`src/rtl/mem_wb_stage_pkg.sv`:
```
// rtl/mem_wb_stage_pkg.sv - load size encodings and lane widths shared by the MEM/WB stage and data_mem
package mem_wb_stage_pkg;

  typedef enum logic [1:0] {
    BYTE     = 2'b00,
    HALFWORD = 2'b01,
    WORD     = 2'b11
  } bhw_e;

  localparam int BYTE_SZ     = 8;
  localparam int HALFWORD_SZ = 16;
  localparam int WORD_SZ     = 32;

endpackage

```
`src/rtl/mem_wb_stage_if.sv`:
```
// rtl/mem_wb_stage_if.sv - MEM-side inputs and WB-side outputs of the MEM/WB boundary
interface mem_wb_stage_if #(
  parameter int B = 32,
  parameter int R = 5,
  parameter int C = 32
);
  logic         i_enable;
  logic         i_flush;
  logic         i_valid;
  logic         i_reg_write;
  logic         i_mem_to_reg;
  logic [1:0]   i_bhw;
  logic         i_unsigned;
  logic [1:0]   i_addr_lsb;
  logic [B-1:0] i_mem_data;
  logic [B-1:0] i_alu_result;
  logic [R-1:0] i_write_reg;

  logic         o_reg_write;
  logic [R-1:0] o_write_reg;
  logic [B-1:0] o_wb_data;
  logic [B-1:0] o_load_data;
  logic         o_misaligned;
  logic         o_valid;
  logic [C-1:0] o_retired_count;

  modport master (
    output i_enable, i_flush, i_valid, i_reg_write, i_mem_to_reg, i_bhw,
           i_unsigned, i_addr_lsb, i_mem_data, i_alu_result, i_write_reg,
    input  o_reg_write, o_write_reg, o_wb_data, o_load_data, o_misaligned,
           o_valid, o_retired_count
  );

  modport slave (
    input  i_enable, i_flush, i_valid, i_reg_write, i_mem_to_reg, i_bhw,
           i_unsigned, i_addr_lsb, i_mem_data, i_alu_result, i_write_reg,
    output o_reg_write, o_write_reg, o_wb_data, o_load_data, o_misaligned,
           o_valid, o_retired_count
  );
endinterface

```
`src/rtl/mem_wb_stage_load_align.sv`:
```
// rtl/mem_wb_stage_load_align.sv - little-endian byte/halfword lane select and extension for loads
module load_align
  import mem_wb_stage_pkg::*;
(
  input  logic [WORD_SZ-1:0] i_data,
  input  logic [1:0]         i_bhw,
  input  logic               i_unsigned,
  input  logic [1:0]         i_addr_lsb,
  output logic [WORD_SZ-1:0] o_data,
  output logic               o_misaligned
);
  logic [BYTE_SZ-1:0]     byte_lane;
  logic [HALFWORD_SZ-1:0] half_lane;

  // Halfword lane uses only addr bit 1, so a misaligned halfword still shows a defined value.
  assign byte_lane = i_data[{i_addr_lsb, 3'b000} +: BYTE_SZ];
  assign half_lane = i_addr_lsb[1] ? i_data[31:16] : i_data[15:0];

  always_comb begin
    o_data       = i_data;
    o_misaligned = 1'b0;
    case (i_bhw)
      BYTE: begin
        o_data = {{(WORD_SZ-BYTE_SZ){byte_lane[BYTE_SZ-1] & ~i_unsigned}}, byte_lane};
      end
      HALFWORD: begin
        o_data       = {{(WORD_SZ-HALFWORD_SZ){half_lane[HALFWORD_SZ-1] & ~i_unsigned}}, half_lane};
        o_misaligned = i_addr_lsb[0];
      end
      default: begin
        o_misaligned = (i_addr_lsb != 2'b00);
      end
    endcase
  end
endmodule

```
`src/rtl/mem_wb_stage.sv`:
```
// rtl/mem_wb_stage.sv - MEM/WB pipeline register with load alignment, write-back qualification and retire counter
module mem_wb_stage
  import mem_wb_stage_pkg::*;
#(
  parameter int B = 32,
  parameter int R = 5,
  parameter int C = 32
) (
  input  logic          i_clk,
  input  logic          i_reset,
  mem_wb_stage_if.slave bus
);
  localparam logic [R-1:0] ZERO_REG = '0;

  logic [B-1:0] load_value;
  logic         lane_misaligned;
  logic         misaligned_load;
  logic [C-1:0] count_q;

  load_align u_load_align (
    .i_data       (bus.i_mem_data),
    .i_bhw        (bus.i_bhw),
    .i_unsigned   (bus.i_unsigned),
    .i_addr_lsb   (bus.i_addr_lsb),
    .o_data       (load_value),
    .o_misaligned (lane_misaligned)
  );

  // Only real loads can fault; an ALU op with odd low address bits is not an access.
  assign misaligned_load = bus.i_valid & bus.i_mem_to_reg & lane_misaligned;

  always_ff @(posedge i_clk or posedge i_reset) begin
    if (i_reset) begin
      bus.o_reg_write  <= 1'b0;
      bus.o_write_reg  <= '0;
      bus.o_wb_data    <= '0;
      bus.o_load_data  <= '0;
      bus.o_misaligned <= 1'b0;
      bus.o_valid      <= 1'b0;
      count_q          <= '0;
    end else if (bus.i_flush) begin
      bus.o_reg_write  <= 1'b0;
      bus.o_write_reg  <= '0;
      bus.o_wb_data    <= '0;
      bus.o_load_data  <= '0;
      bus.o_misaligned <= 1'b0;
      bus.o_valid      <= 1'b0;
    end else if (bus.i_enable) begin
      bus.o_reg_write  <= bus.i_valid & bus.i_reg_write & ~misaligned_load &
                          (bus.i_write_reg != ZERO_REG);
      bus.o_write_reg  <= bus.i_write_reg;
      bus.o_wb_data    <= bus.i_mem_to_reg ? load_value : bus.i_alu_result;
      bus.o_load_data  <= load_value;
      bus.o_misaligned <= misaligned_load;
      bus.o_valid      <= bus.i_valid;
      if (bus.i_valid) begin
        count_q <= count_q + 1'b1;
      end
    end
  end

  assign bus.o_retired_count = count_q;
endmodule

```
`src/flat_wrapper.sv`:
```
// flat-port wrapper written by rule: the top's interface ports become plain ports
module mem_wb_stage_flat import mem_wb_stage_pkg::*;
#(
  parameter int B = 32,
  parameter int R = 5,
  parameter int C = 32
)
  (i_clk, i_reset, bus_i_enable, bus_i_flush, bus_i_valid, bus_i_reg_write, bus_i_mem_to_reg, bus_i_bhw, bus_i_unsigned, bus_i_addr_lsb, bus_i_mem_data, bus_i_alu_result, bus_i_write_reg, bus_o_reg_write, bus_o_write_reg, bus_o_wb_data, bus_o_load_data, bus_o_misaligned, bus_o_valid, bus_o_retired_count);
  mem_wb_stage_if #(.B(B), .R(R), .C(C)) bus_i ();
  input  logic i_clk;
  input  logic i_reset;
  input wire logic [$bits(bus_i.i_enable)-1:0] bus_i_enable;
  input wire logic [$bits(bus_i.i_flush)-1:0] bus_i_flush;
  input wire logic [$bits(bus_i.i_valid)-1:0] bus_i_valid;
  input wire logic [$bits(bus_i.i_reg_write)-1:0] bus_i_reg_write;
  input wire logic [$bits(bus_i.i_mem_to_reg)-1:0] bus_i_mem_to_reg;
  input wire logic [$bits(bus_i.i_bhw)-1:0] bus_i_bhw;
  input wire logic [$bits(bus_i.i_unsigned)-1:0] bus_i_unsigned;
  input wire logic [$bits(bus_i.i_addr_lsb)-1:0] bus_i_addr_lsb;
  input wire logic [$bits(bus_i.i_mem_data)-1:0] bus_i_mem_data;
  input wire logic [$bits(bus_i.i_alu_result)-1:0] bus_i_alu_result;
  input wire logic [$bits(bus_i.i_write_reg)-1:0] bus_i_write_reg;
  output wire logic [$bits(bus_i.o_reg_write)-1:0] bus_o_reg_write;
  output wire logic [$bits(bus_i.o_write_reg)-1:0] bus_o_write_reg;
  output wire logic [$bits(bus_i.o_wb_data)-1:0] bus_o_wb_data;
  output wire logic [$bits(bus_i.o_load_data)-1:0] bus_o_load_data;
  output wire logic [$bits(bus_i.o_misaligned)-1:0] bus_o_misaligned;
  output wire logic [$bits(bus_i.o_valid)-1:0] bus_o_valid;
  output wire logic [$bits(bus_i.o_retired_count)-1:0] bus_o_retired_count;
  assign bus_i.i_enable = bus_i_enable;
  assign bus_i.i_flush = bus_i_flush;
  assign bus_i.i_valid = bus_i_valid;
  assign bus_i.i_reg_write = bus_i_reg_write;
  assign bus_i.i_mem_to_reg = bus_i_mem_to_reg;
  assign bus_i.i_bhw = bus_i_bhw;
  assign bus_i.i_unsigned = bus_i_unsigned;
  assign bus_i.i_addr_lsb = bus_i_addr_lsb;
  assign bus_i.i_mem_data = bus_i_mem_data;
  assign bus_i.i_alu_result = bus_i_alu_result;
  assign bus_i.i_write_reg = bus_i_write_reg;
  assign bus_o_reg_write = bus_i.o_reg_write;
  assign bus_o_write_reg = bus_i.o_write_reg;
  assign bus_o_wb_data = bus_i.o_wb_data;
  assign bus_o_load_data = bus_i.o_load_data;
  assign bus_o_misaligned = bus_i.o_misaligned;
  assign bus_o_valid = bus_i.o_valid;
  assign bus_o_retired_count = bus_i.o_retired_count;
  mem_wb_stage #(.B(B), .R(R), .C(C)) u_core (.i_clk(i_clk), .i_reset(i_reset), .bus(bus_i));
endmodule
```
`config.mk`:
```
export PLATFORM = sky130hd
export DESIGN_NAME = mem_wb_stage_flat
export DESIGN_NICKNAME = d
export VERILOG_FILES = /design/src/rtl/mem_wb_stage_pkg.sv /design/src/rtl/mem_wb_stage_if.sv /design/src/rtl/mem_wb_stage_load_align.sv /design/src/rtl/mem_wb_stage.sv /design/src/flat_wrapper.sv
export SDC_FILE = /design/constraint.sdc
export NUM_CORES = 1
export LEC_CHECK = 0
export ABC_AREA = 1
export CAP_MARGIN = 15
export CORE_ASPECT_RATIO = 0.8
export CORE_MARGIN = 3
export CORE_UTILIZATION = 42
export DETAILED_ROUTE_END_ITERATION = 10
export PLACE_DENSITY = 0.82
export SLEW_MARGIN = 20
export SYNTH_ARGS = -nofsm -noshare
export SYNTH_HDL_FRONTEND = slang
export SYNTH_SLANG_ARGS = --single-unit
```
`constraint.sdc`:
```
create_clock -name i_clk -period 3.18 [get_ports i_clk]
set_clock_uncertainty 0.2 [all_clocks]
set_input_delay 0.477 -clock i_clk [delete_from_list [all_inputs] [get_ports i_clk]]
set_output_delay 0.477 -clock i_clk [all_outputs]
set_load 0.1 [all_outputs]
```
==> results.py <==
metrics = {
    "run_status": {
        "outcome": "finished, final reports clean",
    },
    "final_layout": {
        "antenna_cells": 0,
        "drive_gt1_frac": 0.186,
        "final_nets": 971,
        "multi_input_comb_area_um2": 2560,
        "design_area_um2": 7450,
        "seqCellArea_um2": 2600,
        "final.fill_count": 1141,
        "area_growth_pct": 37.2,
    },
    "setup_path": {
        "endpoint_kind": "flip-flop",
        "r2r_start": "u_core.bus.o_retired_count[1]",
        "cpMaxStageDelayCell": "clkinv_2",
        "cp_cell_sequence": "clkdlybuf4s50_1 -> inv_2 -> nor2_4 -> clkinv_2 -> o21ai_0",
        "worstReg2RegEnd": "u_core.bus.o_retired_count[28]",
        "worstSetupPathType": "input port to flip-flop",
        "crit_required_ns": 3.21,
        "rrSetupSlack_ns": 1.31,
        "ff2ff_path_depth": 10,
        "critPathMaxStageDelay_ns": 0.74,
        "worst-path-max-fanout": 64,
        "start_kind": "input port",
        "arrival_ns": 2.54,
    },
    "hold_path": {
        "holdPathEnd": "u_core.bus.o_wb_data[4]",
        "hold_class": "flip-flop to flip-flop",
        "hold_start": "u_core.bus.o_wb_data[4]",
        "holdPathStages": 2,
    },
    "power_and_ir_drop": {
        "p_leak_nw": 3.80,
        "power_density_nw_per_um2": 530,
        "vdd_ir_drop_max_mv": 0.708,
    },
    "global_route": {
        "grt_pass1_wl_um": 27600,
        "grt_usage": 0.241,
        "overflow": 0,
        "antenna_found_initial": 0,
        "grt_pass1_vias": 5206,
        "grt_max_degree": 65,
    },
    "floorplanning": {
        "die_y_um": 108,
        "fp.coreArea_um2": 12400,
        "num_rows": 36,
        "initial_core_util": 0.439,
        "ios": 185,
        "dieArea_um2": 14300,
        "fp.dieW_um": 133,
    },
    "yosys": {
        "synth_area_um2": 5430,
        "synthTopCellsByArea": "dfrtp_1, nand2_1, nor2_1",
        "async_flop_share": 1.00,
        "ys_top_cells_by_count": "nand2_1, dfrtp_1, nor2_1, o21ai_0, inv_1",
        "synth_top_cell_by_area": "dfrtp_1",
        "synth_seq_cells": 104,
        "yosys_warnings": 0,
        "synth_top_area_share": 0.479,
        "synth_most_common_cell": "nand2_1",
        "synth_enable_flop_cells": 0,
        "syn_inst": 717,
        "ys_types": 38,
        "synth_flop_cell": "dfrtp_1",
        "synth_area_per_cell_um2": 7.58,
        "syn-num-nets": 799,
        "seq_area_frac_synth": 0.479,
    },
    "drt": {
        "drc": 0,
        "routed_wl_um": 16900,
        "dr.pass1.iters": 5,
        "vias_per_cell": 5.04,
        "wire_per_inst_um": 15.9,
        "drt_iter0_drc": 419,
        "drtAntennaViolNets": 0,
        "dr_wl_met2_um": 7430,
        "highest_layer": "met4",
        "met3WireLength_um": 1250,
        "wl_met1_um": 7870,
        "vias": 5361,
    },
    "cts": {
        "htreeDepth": 3,
        "cts-resized-gates": 0,
        "clkSinkCount": 104,
        "postCtsSetupRepairBufs": 0,
        "clk_latency_ns": 0.34,
        "cts_tree": "built",
        "cts_buffer_depth": 2,
        "cts_made_buffers": 9,
        "clk_pin_slew_ns": 0.07,
        "cts_root_buf": "clkbuf_16",
        "cts_hold_buf": 0,
    },
    "run": {
        "maxCapViolCount": 0,
    },
    "sta": {
        "fmax_ghz": 0.398,
        "final_hold_viol_count": 0,
        "slew_viol_final": 0,
        "layout_worst_path_cycle_share": 0.790,
        "min_period_ns": 2.51,
        "setup_viol_count_final": 0,
        "tightest_slew_ns": 0.839,
        "relSlewSlack": 0.440,
        "rsz0062_at_grt": "false",
        "fin_tns_setup_ns": 0,
    },
    "placement": {
        "place_area_um2": 7170,
        "portBuffers": 184,
        "gp_congestion": 0.967,
        "hpwl_um": 12600,
    },
}
critical path, delay by kind of cell:
kind,cells,cell delay [ns]
AOI/OAI and AO/OA,1,0.45
buffers and inverters,3,1.34
and+or+nand+nor,1,0.26
how the worst max path moves through the flow:
stage | from | end | slack, ns | cells past startpoint
2_1_floorplan | u_core.bus.o_retired_count[1] | u_core.bus.o_retired_count[26] | 0.78 | 10
3_3_place_gp | bus_i_bhw[1] | u_core.bus.o_wb_data[18] | 0.63 | 10
3_5_place_dp | bus_i_bhw[1] | u_core.bus.o_load_data[12] | 0.53 | 8
4_1_cts | bus_i_bhw[1] | u_core.bus.o_load_data[30] | 0.91 | 8
5_1_grt | bus_i_enable | u_core.bus.o_wb_data[27] | 0.48 | 7
6_report | bus_i_enable | u_core.bus.o_load_data[0] | 0.67 | 5
placed cells by master (no fill, tap or decap), drive strengths merged:
| master | instances |
|---|---|
| buf | 111 |
| nor2 | 100 |
| xor2 | 12 |
| nand2 | 284 |
| o211ai | 6 |
| clkinvlp | 2 |
| o21ai | 54 |
| or2 | 19 |
| a21oi | 3 |
| a22o | 3 |
| clkbuf | 11 |
| clkdlybuf4s50 | 79 |
| dfrtp | 104 |
| and2 | 1 |
| a31oi | 1 |
| nand4 | 8 |
| inv | 32 |
| xnor2 | 10 |
| nor3 | 11 |
| nand3b | 4 |
| a21boi | 1 |
| ha | 1 |
| nand3 | 31 |
| a22oi | 1 |
| clkinv | 4 |
final cells by class:
type                    instances  area share
repair buffers                190       0.223
clock inverters                 4     0.00403
multi-input cells             550       0.344
flip-flops and latches        104       0.349
clock buffers                  11      0.0339
inverters                      34      0.0181
well taps                     171      0.0287
cell families (layout without fill, tap and decap cells):
kind of cell    Yosys count  in the layout  synth area share
buf+inv                  63            239            0.0509
compound gates           69             69            0.0696
flops                   104            104             0.479
xor+xnor                 22             22            0.0355
fa+ha+maj                 1              1           0.00230
simple gates            458            458             0.363
layer usage:
metal,track usage,up-vias
li1,-,2603
met1,0.338,2530
met2,0.371,205
met3,0.0593,23
met4,0.0734,0
met5,0,-
per-stage QoR:
step            util  setup slack (ns)  total power, W  hold WS, ns  instances
4_1_cts        0.602             0.911         0.00397        0.287       1064
3_5_place_dp   0.579             0.533         0.00289        0.266       1049
5_1_grt        0.602             0.485         0.00409        0.311       1064
3_3_place_gp   0.579             0.627         0.00288        0.265       1049
6_report       0.602             0.668         0.00395        0.283       1064
2_1_floorplan      -             0.782         0.00251        0.410        717
power by group:
part	switching (W)	internal, W	total, W
clock network	0.000512	0.000572	0.00108
logic	0.00105	0.000323	0.00137
registers	0.0000791	0.00142	0.00150
Power figures use the tool's default switching activity.
